===== src/rtl/decode_fifo_pkg.sv =====
// Shared definitions for the decode buffer: default micro-instruction width and depth.
package decode_fifo_pkg;

  localparam int unsigned DecodeInfoDw = 32;
  localparam int unsigned DecodeFifoAw = 2;

endpackage


===== src/rtl/gen_fifo.sv =====
// Generic synchronous FIFO: wrap-bit pointers, combinational head read, flush to empty.
module gen_fifo #(
  parameter int unsigned Width          = 8,
  parameter int unsigned AddrW          = 2,
  parameter bit          ProtocolChecks = 1'b1
) (
  input  logic             clk_i,
  input  logic             rst_ni,
  input  logic             push_i,
  input  logic [Width-1:0] wdata_i,
  input  logic             pop_i,
  input  logic             flush_i,
  output logic [Width-1:0] rdata_o,
  output logic             empty_o,
  output logic             full_o,
  output logic [AddrW:0]   count_o
);

  localparam int unsigned Depth = 2 ** AddrW;

  logic [AddrW:0]   wptr_q, wptr_d, rptr_q, rptr_d;
  logic             wptr_en, rptr_en;
  logic             push_en, pop_en;
  logic [Width-1:0] mem_q [Depth];

  assign empty_o = (wptr_q == rptr_q);
  assign full_o  = (wptr_q[AddrW-1:0] == rptr_q[AddrW-1:0]) && (wptr_q[AddrW] != rptr_q[AddrW]);
  assign count_o = wptr_q - rptr_q;
  assign rdata_o = mem_q[rptr_q[AddrW-1:0]];

  always_comb begin
    push_en = push_i & ~full_o & ~flush_i;
    pop_en  = pop_i & ~empty_o & ~flush_i;
    wptr_en = push_en;
    wptr_d  = wptr_q + 1'b1;
    // Flush collapses the queue by catching the read pointer up to the write pointer.
    rptr_en = pop_en | flush_i;
    rptr_d  = flush_i ? wptr_q : rptr_q + 1'b1;
  end

  always_ff @(posedge clk_i) begin
    if (!rst_ni) begin
      wptr_q <= '0;
      rptr_q <= '0;
    end else begin
      if (wptr_en) wptr_q <= wptr_d;
      if (rptr_en) rptr_q <= rptr_d;
    end
  end

  always_ff @(posedge clk_i) begin
    if (push_en) mem_q[wptr_q[AddrW-1:0]] <= wdata_i;
  end

  if (ProtocolChecks) begin : g_checks
    push_while_full_a : assert property (@(posedge clk_i) disable iff (!rst_ni)
        !(push_i && full_o && !flush_i));
    pop_while_empty_a : assert property (@(posedge clk_i) disable iff (!rst_ni)
        !(pop_i && empty_o && !flush_i));
  end

endmodule


===== src/rtl/decode_fifo.sv =====
// Decoder-to-dispatch buffer; wraps gen_fifo with pipeline port names.
module decode_fifo
  import decode_fifo_pkg::*;
#(
  parameter int unsigned DW             = DecodeInfoDw,
  parameter int unsigned AW             = DecodeFifoAw,
  parameter bit          ProtocolChecks = 1'b1
) (
  input  logic          CLK,
  input  logic          RSTn,
  input  logic          instrFifo_push,
  input  logic [DW-1:0] decode_microInstr,
  output logic          instrFifo_reject,
  input  logic          dispatch_pop,
  output logic [DW-1:0] dispatch_microInstr,
  output logic          instrFifo_empty,
  output logic [AW:0]   instrFifo_count,
  input  logic          flush
);

  gen_fifo #(
    .Width          (DW),
    .AddrW          (AW),
    .ProtocolChecks (ProtocolChecks)
  ) u_fifo (
    .clk_i   (CLK),
    .rst_ni  (RSTn),
    .push_i  (instrFifo_push),
    .wdata_i (decode_microInstr),
    .pop_i   (dispatch_pop),
    .flush_i (flush),
    .rdata_o (dispatch_microInstr),
    .empty_o (instrFifo_empty),
    .full_o  (instrFifo_reject),
    .count_o (instrFifo_count)
  );

endmodule


===== config.mk =====
export PLATFORM = sky130hd
export DESIGN_NAME = decode_fifo
export DESIGN_NICKNAME = d
export VERILOG_FILES = /design/src/rtl/decode_fifo_pkg.sv /design/src/rtl/gen_fifo.sv /design/src/rtl/decode_fifo.sv
export SDC_FILE = /design/constraint.sdc
export NUM_CORES = 1
export LEC_CHECK = 0
export ABC_AREA = 1
export ABC_CLOCK_PERIOD_IN_PS = 3600
export BUFFER_PORTS_ARGS = -buffer_cell sky130_fd_sc_hd__buf_2
export CORE_AREA = 2 2 101 103
export DETAILED_ROUTE_END_ITERATION = 16
export DIE_AREA = 0 0 103 105
export PLACE_DENSITY = 0.77
export SLEW_MARGIN = 20
export SYNTH_ARGS = -nofsm -noshare
export SYNTH_HDL_FRONTEND = slang
export SYNTH_SLANG_ARGS = --single-unit
export TNS_END_PERCENT = 100

===== constraint.sdc =====
create_clock -name CLK -period 3.6 [get_ports CLK]
set_clock_uncertainty 0.15 [all_clocks]
set_input_delay 0 -clock CLK [delete_from_list [all_inputs] [get_ports CLK]]
set_output_delay 0 -clock CLK [all_outputs]
set_load 0.01 [all_outputs]

==> impl_metrics.ini <==
[synthesis]
netlist_top_cells_area = edfxtp_1 (73%), o21ai_0 (5.5%), nor2_1 (5.5%)
syn_area_per_cell_sq_um = 13.6
synth_largest_area_cell = edfxtp_1
yosysSeqAreaShare_pct = 75.9
synth_top_area_share_pct = 72.9
yosysWarnings = 0
syn_area_sq_mm = 0.00528
synthTopCellsByCount = edfxtp_1 (128), nor2_1 (77), o21ai_0 (58)
syn_inst = 389
async_flop_share_pct = 0
synth-seq-cells = 136
post-synth-top-count-cell = edfxtp_1
netlist-cell-type-count = 26
synth_edf_count = 128
synthFlopType = edfxtp_1
synth.net_count = 434

[layout]
ff_latch_area_sq_mm = 0.00401
multi_input_area_sq_mm = 0.00113
syn2layout_area_growth_pct = 27.8
layout.nets = 554
fill_cells = 666
final_util_pct = 69.9
drive_above_1_share_pct = 23.8
num_antenna_cells = 0

[worst_setup_path]
cp.required_ns = 3.86
cp_slowest_cell = dlygate4sd3_1
critPathTopFamily = buffers and inverters
cp-start-kind = register
cp_max_fo = 5
critPathKind = register to register
arrival_ns = 3.13
path_buf_inv = 4
path_cells = inv_1 -> ha_1 -> nand2_1 -> inv_1 -> nand3_2 -> nand2_2 -> nand2_2 -> dlygate4sd3_1 -> nor2_1 -> nor2_1 -> dlygate4sd3_1
cp-end-kind = register
r2r-start = u_fifo.wptr_q[0]$_SDFFE_PN0P_
cp-startpoint = u_fifo.wptr_q[0]$_SDFFE_PN0P_
critPathMaxStageDelay_ns = 0.60

[drt]
route.antenna.remaining_nets = 0
drc = 0
wirelength_um = 11100
viasPerCell = 5.25
dr.pass1.iters = 4
wire_per_inst_um = 16.9
via_count = 3441
drtIter0Drc = 210

[power_and_ir_drop]
p_per_area_mw_per_mm2 = 568
irDropWorstVdd_uv = 392
total_power_mw = 3.83
leakage_nw = 2.51

[timing]
rsz0062_at_grt = false
setup-tns-final_ns = 0
max_freq_ghz = 0.348
slew_violations = 0
final-setup-viol-count = 0
max_slew_margin_pct = 33.9
fin_crit_ns = 2.87
tightest_slew_ns = 0.991
final_hold_viol_count = 0
period_share_pct = 79.7

[worst_hold_path]
min_path_type = primary input to register
min-delay-start = decode_microInstr[1]

[floorplan]
start_util_pct = 54.7
rows = 36
core_area_sq_mm = 0.00964
die_w_um = 103
die_y_um = 105
fp.dieArea_sq_mm = 0.0108
ios = 74

[clock_network]
cts_buffer_depth = 2
ctsHoldBuffers = 41
cts_tree = done
post_cts_buffers = 0
cts-root-buf = clkbuf_8
h-tree-depth = 4
worstSkewPairLatency_ns = 0.52
clk_pin_slew_worst_paths_ns = 0.06
cts-resized-gates = 0
cts.sinks = 136
cts-buffers-inserted = 17

[placement]
placement.io_buffers = 73
gp_congestion = 0.835
dp_hpwl_um = 6210

[job]
maxCapViolCount = 0

[grt]
grt_overflow_total = 0
first_global_vias = 3539
grt_first_pass_wirelength_um = 17000
track_usage_pct = 21.4
grt_max_degree = 65
antenna_found_initial = 0

[run_status]
status = finished clean
[through the flow]
step	cell area, sq um	worst slack, ns	hold slack (ns)	instances
6_report	6740	0.729	0.0770	655
5_1_grt	6740	0.531	0.0700	655
4_1_cts	6740	0.750	0.0587	655
3_5_place_dp	5790	1.11	0.0712	582
3_3_place_gp	5790	1.16	0.0657	582
2_1_floorplan	5280	0.627	-0.0511	389
[final cells by class]
class                           instances  share of cell area (%)
Sequential cell                       136                    59.4
Clock buffer                           18                    6.20
Inverter                               19                    1.10
Tap cell                              133                    2.47
Clock inverter                         14                    1.86
Timing Repair Buffer                  120                    12.2
Multi-Input combinational cell        215                    16.8
[final timing paths]
kind	end	slack [ns]	cells after the start
max	u_fifo.rptr_q[1]$_SDFFE_PN0P_	0.73	11
min reg2reg	u_fifo.rptr_q[2]$_SDFFE_PN0P_	0.41	2
max reg2reg	u_fifo.rptr_q[1]$_SDFFE_PN0P_	0.73	11
min	u_fifo.mem_q[2][1]$_DFFE_PP_	0.08	2
[sequential cells by signal (all words and copies together) (netlist names), named ones only]
register / count
u_fifo.mem_q: 128
u_fifo.wptr_q: 3
u_fifo.rptr_q: 3
[cells by family (layout without fill, tap and decap cells)]
kind of cell / count (synthesis) / count (layout) / synth area share (%)
buf+inv: 38 / 171 / 3.08
xor+xnor: 1 / 1 / 0.166
mux: 1 / 1 / 0.190
fa+ha+maj: 8 / 8 / 2.04
compound gates: 101 / 101 / 10.3
flops: 136 / 136 / 75.9
simple gates: 104 / 104 / 8.28
[where the power goes]
group	internal, mW	leakage (nW)	switching, mW
logic	0.177	1.02	0.281
clock network	0.918	0.263	0.657
registers	1.78	1.23	0.0183
[cells in the final DEF, fill, tap and decap left out, drive strengths merged]
cell	n
bufinv	1
edfxtp	128
o22ai	32
clkinv	8
clkinvlp	2
a21oi	3
nand4	1
nand3	5
xor2	1
fa	1
nand2	20
mux2i	1
dfxtp	8
clkbuf	18
dlygate4sd3	41
o21ai	66
buf	79
nor2	78
ha	7
inv	22
[worst register-to-register path, cell delays in order (launching register included)]
cell           delay, ns
dfxtp_1             0.38
inv_1               0.14
ha_1                0.33
nand2_1             0.05
inv_1               0.11
nand3_2             0.10
nand2_2             0.10
nand2_2             0.04
dlygate4sd3_1       0.60
nor2_1              0.14
nor2_1              0.06
dlygate4sd3_1       0.54
[metal layers]
metal | routed length, um | track usage (%)
met1 | 4520 | 25.4
met2 | 5840 | 36.9
met3 | 496 | 5.42
met4 | 199 | 8.55
met5 | 0 | 0
Note: power is estimated with default switching activity, not from simulation.
